--- config.mk ---
export PLATFORM = sky130hd
export DESIGN_NAME = outstream
export DESIGN_NICKNAME = d
export VERILOG_FILES = /design/src/rtl/tis_pkg.sv /design/src/rtl/outstream.sv
export SDC_FILE = /design/constraint.sdc
export NUM_CORES = 1
export LEC_CHECK = 0
export ABC_AREA = 0
export BUFFER_PORTS_ARGS = -buffer_cell sky130_fd_sc_hd__buf_2
export CAP_MARGIN = 20
export CORE_AREA = 2 2 345 347
export DETAILED_ROUTE_END_ITERATION = 7
export DIE_AREA = 0 0 347 349
export SKIP_CTS_REPAIR_TIMING = 1
export SYNTH_ARGS = -nofsm -noshare
export SYNTH_HDL_FRONTEND = slang
export SYNTH_SLANG_ARGS = --single-unit
--- constraint.sdc ---
create_clock -name clk -period 6.26 [get_ports clk]
set_clock_uncertainty 0.1 [all_clocks]
set_input_delay 0.313 -clock clk [delete_from_list [all_inputs] [get_ports clk]]
set_output_delay 0.313 -clock clk [all_outputs]
set_load 0.02 [all_outputs]
--- src/rtl/tis_pkg.sv ---
// Shared constants and types for the TIS stream endpoints.
// Both the input-stream source and the output capture use them.
package tis_pkg;

   localparam int WORD_W       = 11;
   localparam int STREAM_DEPTH = 39;
   localparam int LEN_W        = 6;

   typedef logic signed [WORD_W-1:0] word_t;

   typedef enum logic [1:0] {
      IDLE,
      ACCEPT,
      DONE
   } outstream_state_e;

endpackage

--- src/rtl/outstream.sv ---
// Output-side capture channel: accepts up to DEPTH words from a node,
// stores them in order and checks them against a reference array.
module outstream #(
   parameter int WIDTH = tis_pkg::WORD_W,
   parameter int DEPTH = tis_pkg::STREAM_DEPTH,
   parameter int LEN_W = tis_pkg::LEN_W
) (
   input  logic                    clk,
   input  logic                    rst,
   input  logic        [LEN_W-1:0] length,
   input  logic signed [WIDTH-1:0] expected [DEPTH],
   input  logic                    write,
   input  logic signed [WIDTH-1:0] in,
   output logic                    read,
   output logic        [LEN_W-1:0] count,
   output logic signed [WIDTH-1:0] captured [DEPTH],
   output logic                    done,
   output logic                    mismatch,
   output logic        [LEN_W-1:0] err_idx,
   output logic                    pass
);

   import tis_pkg::*;

   outstream_state_e state, state_d;

   logic [LEN_W-1:0] len_q;
   logic [LEN_W-1:0] len_c;
   logic             xfer;
   logic             last;
   logic             read_d;

   assign len_c = (length > LEN_W'(DEPTH)) ? LEN_W'(DEPTH) : length;
   assign xfer  = write && read;
   assign last  = (count + LEN_W'(1)) == len_q;

   always_comb begin
      state_d = state;
      unique case (state)
         IDLE: begin
            state_d = (len_c == '0) ? DONE : ACCEPT;
         end
         ACCEPT: begin
            if (xfer && last) state_d = DONE;
         end
         DONE: begin
            state_d = DONE;
         end
         default: begin
            state_d = IDLE;
         end
      endcase
      read_d = (state_d == ACCEPT);
   end

   // read is registered so the node never sees a combinational path from write
   always_ff @(posedge clk) begin
      if (rst) begin
         state    <= IDLE;
         read     <= 1'b0;
         count    <= '0;
         mismatch <= 1'b0;
         err_idx  <= '0;
         len_q    <= '0;
         for (int i = 0; i < DEPTH; i++) captured[i] <= '0;
      end else begin
         state <= state_d;
         read  <= read_d;
         if (state == IDLE) len_q <= len_c;
         if (xfer) begin
            captured[count] <= in;
            count           <= count + LEN_W'(1);
            if ((in != expected[count]) && !mismatch) begin
               mismatch <= 1'b1;
               err_idx  <= count;
            end
         end
      end
   end

   assign done = (state == DONE);
   assign pass = done && !mismatch;

endmodule

==> run_results.csv, run 1 <==
group,metric,value,unit
setup_path,startpoint_type,"register",
logic_synthesis,synth.distinct_cells,62,
setup_path,worstPathMaxFanout,72,
die,fp.dieW,347,um
logic_synthesis,seq_area_frac_synth,44.6,%
logic_synthesis,synth.avg_cell_area,7.77,um^2
logic_synthesis,ys.flop_type,"dfxtp_1",
die,start_util,17.2,%
cells_and_area,syn2layout_area_growth,38.4,%
grt,grt_pass1_vias,21300,
sta,rsz0062_at_grt,"false",
cells_and_area,regArea,0.00904,mm^2
logic_synthesis,synthXorXnorAreaFrac,1.04,%
cells_and_area,fin_util,23.8,%
logic_synthesis,syn-num-nets,3053,
setup_path,worst_ep_required_time,6.71,ns
clocking,cts-root-buf,"clkbuf_16",
logic_synthesis,synth_top_cell_by_area,"dfxtp_1",
die,die-area,0.121,mm^2
logic_synthesis,ys_top_cells_by_area,"dfxtp_1 45%, nand2_1 17%, a21oi_1 11%, clkbuf_1 3.5%, mux2i_1 3.0%",
cells_and_area,final_layout_size_suffix_gt1_share,33.5,%
die,row_count,126,
min_path,min-delay-path-class,"in -> reg",
clocking,cts_tree,"done",
cells_and_area,layout.nets,3812,
power,leakage,11.2,nW
logic_synthesis,synth_seq_cells,451,
grt,grt_util_all_layers,20.5,%
logic_synthesis,synth_top_area_share,44.6,%
setup_path,cp.arrival,4.93,ns
sta,tightest_slew,1.40,ns
detailed_routing,remaining_drc_errors,0,
logic_synthesis,synth_edf_count,0,
cells_and_area,final_cell_mix,"931 x nand2_1, 891 x buf_2, 463 x a21oi_1, 447 x dfxtp_1, 75 x nor2_1",
sta,min_period,4.48,ns
detailed_routing,drtIter0Drc,2332,
logic_synthesis,synth-simple-area-share,21.7,%
place,gp_congestion,1.06,
cells_and_area,fillers,13100,
grt,use_met1,27.9,%
detailed_routing,viasPerCell,4.56,
logic_synthesis,ys_warn_count,0,
grt,use_met2,31.3,%
power,pwr_density_cell,250,mW/mm^2
grt,use_met3,6.85,%
clocking,cts-buffers-inserted,53,
detailed_routing,first_pass_iters,5,
cells_and_area,multiInputGateArea,0.0101,mm^2
setup_path,crit_path_end_kind,"register",
sta,period_share,71.5,%
logic_synthesis,synth_fa_ha_area_share,0.0618,%
place,dp_hpwl,99.2,mm
sta,final_max_slew_viol_count,0,
detailed_routing,wl_per_cell,26.2,um
detailed_routing,antenna_left,0,
grt,grt.overflow.total,0,
power,ir_drop,0.210,mV
logic_synthesis,synthMuxAreaShare,8.50,%
logic_synthesis,synth_area,0.0202,mm^2
grt,antenna_found_initial,31,
detailed_routing,wirelength,130,mm
setup_path,critPathKind,"reg -> reg",
logic_synthesis,synth_compound_area_share,18.4,%
logic_synthesis,async_reset_ff_share,0,%
sta,setup_tns,0,ns
sta,whs,0.0361,ns
grt,grt_max_degree,206,
logic_synthesis,synth_top_family_by_area,"simple AND/OR/NAND/NOR gates",
outcome,status,"completed",
die,die_y,349,um
clocking,path_clk_slew,0.06,ns
logic_synthesis,synth_cells,2603,
clocking,insertion_delay,0.63,ns
grt,grt_pass1_wl,175,mm
place,port_buffers,893,
flow_run,cap_violations,0,
grt,top_usage_layer,"met2",
sta,setup_viol,0,
sta,maxSlewHeadroom,6.86,%
clocking,cts_num_sinks,451,
sta,fmax,0.223,GHz
die,io_pins,894,
die,core,0.117,mm^2
clocking,clock_path_buffers,3,
cells_and_area,mostFrequentLayoutCell,"nand2_1",
sta,hold_viol,0,
clocking,htree_levels,2,
detailed_routing,vias,22700,
==> cells in the mapped netlist, drive strengths merged, types with 10 or more instances <==
| cell type | n |
|---|---|
| a21oi | 463 |
| a221o | 14 |
| a221oi | 32 |
| a22oi | 28 |
| buf | 57 |
| clkbuf | 190 |
| dfxtp | 451 |
| mux2 | 51 |
| mux2i | 60 |
| mux4 | 24 |
| nand2 | 931 |
| nand2b | 18 |
| nand3 | 15 |
| nor2 | 81 |
| nor3 | 19 |
| o21ai | 31 |
| o221ai | 10 |
| o22ai | 13 |
| o2bb2ai | 12 |
| xnor2 | 16 |
==> logic make-up after synthesis <==
| kind of cell | Yosys count |
|---|---|
| AND/OR/NAND/NOR | 1099 |
| multiplexers | 135 |
| buffers and inverters | 252 |
| AO/OA/AOI/OAI | 641 |
| adder cells (fa/ha/maj) | 1 |
| XOR/XNOR | 24 |
| flip-flops | 451 |
==> worst max-delay path, cell delays in order, from the launching register on <==
cell and delay, ns:
dfxtp_4 1.03, buf_4 0.59, mux2_4 0.35, a221oi_2 0.25, a2bb2oi_1 0.26, o22ai_1 0.23, a311oi_2 0.30, xnor2_1 0.25
nor4_4 0.11, a311oi_4 0.60, mux2i_1 0.25
==> sequential cells by signal, summed over array words and instances, names as in the netlist <==
name	cells
err_idx	6
captured	429
count	6
state	2
read	1
len_q	6
mismatch	1
==> layout make-up <==
class	count	share of cell area, %
tap	1536	6.86
inverter	5	0.0670
sequential	451	32.3
clock inverter	33	1.50
multi-input combinational	1900	36.1
antenna	24	0.214
timing repair buffer	951	17.8
clock buffer	67	5.25
==> layer usage <==
metal / wire length, um / vias up
met5: 81 / -
met1: 57000 / 11000
met3: 14200 / 144
met4: 2250 / 14
li1: - / 10300
met2: 56500 / 1165
==> metrics by stage <==
stage	worst slack, ns	area, um^2	cells	total power [mW]
final	1.78	28000	4967	7.01
after global routing	1.62	28000	4948	7.25
after global placement	1.89	25900	4831	3.69
after detailed placement	1.91	25900	4831	3.68
after floorplan	3.31	20200	2603	3.29
after CTS	1.89	27800	4931	7.09
==> where the power goes <==
part / total (mW) / switching [mW] / internal (mW)
Combinational: 0.728 / 0.469 / 0.260
Clock: 3.37 / 1.39 / 1.97
Sequential: 2.91 / 0.0304 / 2.88
==> path summary, 6_finish.rpt <==
path / start / to / slack, ns / cells after the start
worst max register to register: count[2]$_SDFFE_PP0P_ / err_idx[4]$_SDFFE_PP0P_ / 1.78 / 10
worst max-delay path: count[2]$_SDFFE_PP0P_ / err_idx[4]$_SDFFE_PP0P_ / 1.78 / 10
worst min-delay path: in[10] / captured[87]$_SDFFE_PP0P_ / 0.04 / 3
worst min register to register: captured[184]$_SDFFE_PP0P_ / captured[184]$_SDFFE_PP0P_ / 0.35 / 2
Power figures use the tool's default switching activity.
==> run 2, diff against run 1 <==
--- a/config.mk
+++ b/config.mk
@@ -5,7 +5,7 @@
 export SDC_FILE = /design/constraint.sdc
 export NUM_CORES = 1
 export LEC_CHECK = 0
-export ABC_AREA = 0
+export ABC_AREA = 1
 export BUFFER_PORTS_ARGS = -buffer_cell sky130_fd_sc_hd__buf_2
 export CAP_MARGIN = 20
 export CORE_AREA = 2 2 345 347
==> constraint.sdc (replaced) <==
create_clock -name clk -period 4.5 [get_ports clk]
set_clock_uncertainty 0.1 [all_clocks]
set_input_delay 0.225 -clock clk [delete_from_list [all_inputs] [get_ports clk]]
set_output_delay 0.225 -clock clk [all_outputs]
set_load 0.02 [all_outputs]
==> run_results.csv, run 2 <==
group,metric,value,unit
outcome,status,"completed",
cells_and_area,final_layout_size_suffix_gt1_share,28.7,%
logic_synthesis,synth-simple-area-share,24.0,%
sta,rsz0062_at_grt,"false",
sta,layout_setup_ws,0.755,ns
clocking,cts_num_sinks,451,
power,leakage,14.1,nW
die,die-area,0.121,mm^2
clocking,cts-root-buf,"clkbuf_16",
die,die_y,349,um
setup_path,cp_slowest_cell,"buf_4",
die,start_util,17.2,%
die,fp.dieW,347,um
logic_synthesis,synth.most_common_cell,"nand2_1",
detailed_routing,wirelength,121,mm
sta,setup_tns,0,ns
place,gp_congestion,0.945,
setup_path,slowest_delay,0.45,ns
logic_synthesis,ys.flop_type,"dfxtp_1",
logic_synthesis,synth_compound_area_share,22.7,%
cells_and_area,largest_reg_flops,429,
logic_synthesis,ys_warn_count,0,
logic_synthesis,synth_area,0.0202,mm^2
logic_synthesis,synth_top_family_by_area,"simple AND/OR/NAND/NOR gates",
logic_synthesis,seq_area_frac_synth,44.7,%
logic_synthesis,async_reset_ff_share,0,%
detailed_routing,viasPerCell,4.36,
setup_path,critPathKind,"reg -> reg",
sta,final_max_slew_viol_count,0,
setup_path,worst_ep_required_time,4.95,ns
setup_path,crit_buf_inv,3,
grt,antenna_found_initial,38,
place,place_area,0.0261,mm^2
power,pwr_density_cell,375,mW/mm^2
cells_and_area,layout.nets,4231,
detailed_routing,antenna_left,0,
grt,grt_util_all_layers,18.9,%
power,p_sw_share,32.0,%
die,row_count,126,
setup_path,startpoint_type,"register",
detailed_routing,first_pass_iters,5,
logic_synthesis,ys_top_cells_by_area,"dfxtp_1 45%, nand2_1 15%, o21ai_0 12%, a21oi_1 9.9%, nor2_1 6.0%",
clocking,insertion_delay,0.62,ns
sta,period_share,83.2,%
power,power.total,10.5,mW
sta,fmax,0.267,GHz
logic_synthesis,synth_top_cell_by_area,"dfxtp_1",
setup_path,crit_path_end_kind,"register",
cells_and_area,final_cell_mix,"893 x buf_2, 820 x nand2_1, 468 x o21ai_0, 448 x dfxtp_1, 398 x a21oi_1",
clocking,htree_levels,2,
logic_synthesis,synthTopCellsByCount,"820 x nand2_1, 468 x o21ai_0, 451 x dfxtp_1, 398 x a21oi_1, 321 x nor2_1",
cells_and_area,mostFrequentLayoutCell,"buf_2",
sta,maxSlewHeadroom,28.6,%
clocking,clock_path_buffers,3,
cells_and_area,top_register,"captured",
detailed_routing,drtIter0Drc,1756,
setup_path,reg2reg_slack,0.75,ns
grt,grt.overflow.total,0,
sta,tightest_slew,1.07,ns
grt,grt_pass1_wl,166,mm
power,switchingPower,3.36,mW
cells_and_area,fin_cells,5369,
detailed_routing,vias,23400,
place,port_buffers,893,
cells_and_area,syn2layout_area_growth,38.9,%
setup_path,path_common_cell,"nand2_1",
grt,grt_max_degree,153,
logic_synthesis,syn-num-nets,3451,
cells_and_area,fin_area,0.0280,mm^2
min_path,min-delay-path-class,"in -> reg",
detailed_routing,remaining_drc_errors,0,
setup_path,worstPathMaxFanout,36,
clocking,cts-buffers-inserted,51,
logic_synthesis,synth.avg_cell_area,6.72,um^2
sta,setup_viol,0,
place,dp.cells,5246,
sta,hold_viol,0,
flow_run,cap_violations,0,
place,post-place-ws,0.759,ns
power,p_int,7.14,mW
place,dp_hpwl,91.0,mm
detailed_routing,wl_per_cell,22.6,um
power,p_seq_share,39.2,%
grt,grt_pass1_vias,22300,
clocking,path_clk_slew,0.06,ns
logic_synthesis,synth.distinct_cells,36,
sta,min_period,3.75,ns
die,io_pins,894,
logic_synthesis,synth_top_area_share,44.7,%
setup_path,path_cells,"buf_4 > nand2_4 > nor2_2 > buf_4 > nand2_1 > nand2_1 > nor2_1 > nand2_1 > nand2_1 > nand3_1 > nor2_1 > nand2_1 > nand2_1 > inv_1 > nand2_1 > nor2_1 > nand3_2 > nand3_1 > nand2_1 > nor2_1",
power,power.share.clock,41.6,%
logic_synthesis,synthXorXnorAreaFrac,0.260,%
power,ir_drop,0.321,mV
setup_path,critPathTopFamily,"simple AND/OR/NAND/NOR gates",
logic_synthesis,synth_edf_count,0,
power,power_frac_comb,19.2,%
setup_path,cp.arrival,4.20,ns
die,core,0.117,mm^2
logic_synthesis,synth_fa_ha_area_share,0.0620,%
clocking,cts_tree,"done",
logic_synthesis,synthMuxAreaShare,0,%
logic_synthesis,synth_cells,3001,
logic_synthesis,synth_seq_cells,451,
==> run 2: cell count changes in the layout (fill, tap and decap cells not counted), sizes merged, moves of 28 or more <==
cell	previous run	this run
nand3	15	70
nand2	931	823
mux2i	60	0
o21ai	31	493
inv	13	139
a21oi	463	398
a221oi	32	0
a22oi	28	0
nor2	81	333
mux2	51	0
==> run 2: routing by layer <==
layer  part of all wire (%)  vias up  GRT usage (%)  routed length [um]
li1                       -    11300              -                   -
met1                     40    10900           22.3               48800
met2                     49      956           33.2               59400
met3                    7.1      185           4.81                8590
met4                    3.4       18           6.65                4160
met5                   0.10        -              0                 124
==> run 2: kinds of logic after synthesis <==
| logic type | Yosys count |
|---|---|
| simple gates | 1243 |
| buf+inv | 391 |
| flops | 451 |
| fa+ha+maj | 1 |
| compound gates | 909 |
| xor+xnor | 6 |
==> run 2: stage by stage <==
step	utilization [%]	hold WS, ns
after floorplan	-	0.252
after global placement	22.2	0.349
after detailed placement	22.2	0.355
after CTS	23.7	-0.310
after global routing	23.8	0.0483
final	23.9	0.0832
==> run 2: area by class of cell <==
type | instances | area [um^2]
Multi-Input combinational cell | 2159 | 9540
Sequential cell | 451 | 9040
Fill cell | 13200 | 89400
Timing Repair Buffer | 983 | 5240
Clock buffer | 67 | 1440
Tap cell | 1536 | 1920
Clock inverter | 22 | 289
Antenna cell | 16 | 40.0
Inverter | 135 | 522
==> run 2: final timing paths <==
kind / from / end / depth (start not counted)
worst min register to register: captured[358]$_SDFFE_PP0P_ / captured[358]$_SDFFE_PP0P_ / 2
worst max-delay path: count[2]$_SDFFE_PP0P_ / err_idx[3]$_SDFFE_PP0P_ / 20
worst min-delay path: in[6] / captured[259]$_SDFFE_PP0P_ / 3
worst max register to register: count[2]$_SDFFE_PP0P_ / err_idx[3]$_SDFFE_PP0P_ / 20
==> run 2: power groups by stage <==
stage | clock, mW | combinational, mW | sequential, mW
3_5_place_dp | 0 | 2.01 | 4.20
3_3_place_gp | 0 | 2.02 | 4.20
5_1_grt | 4.62 | 2.20 | 4.12
2_1_floorplan | 0 | 1.04 | 4.24
6_report | 4.37 | 2.02 | 4.11
4_1_cts | 4.49 | 2.02 | 4.11
==> run 2: tightest hold or removal path: cells and delay by family <==
kind                   cells  cell delay, ns
AND/OR/NAND/NOR            2            0.22
buffers and inverters      1            0.29
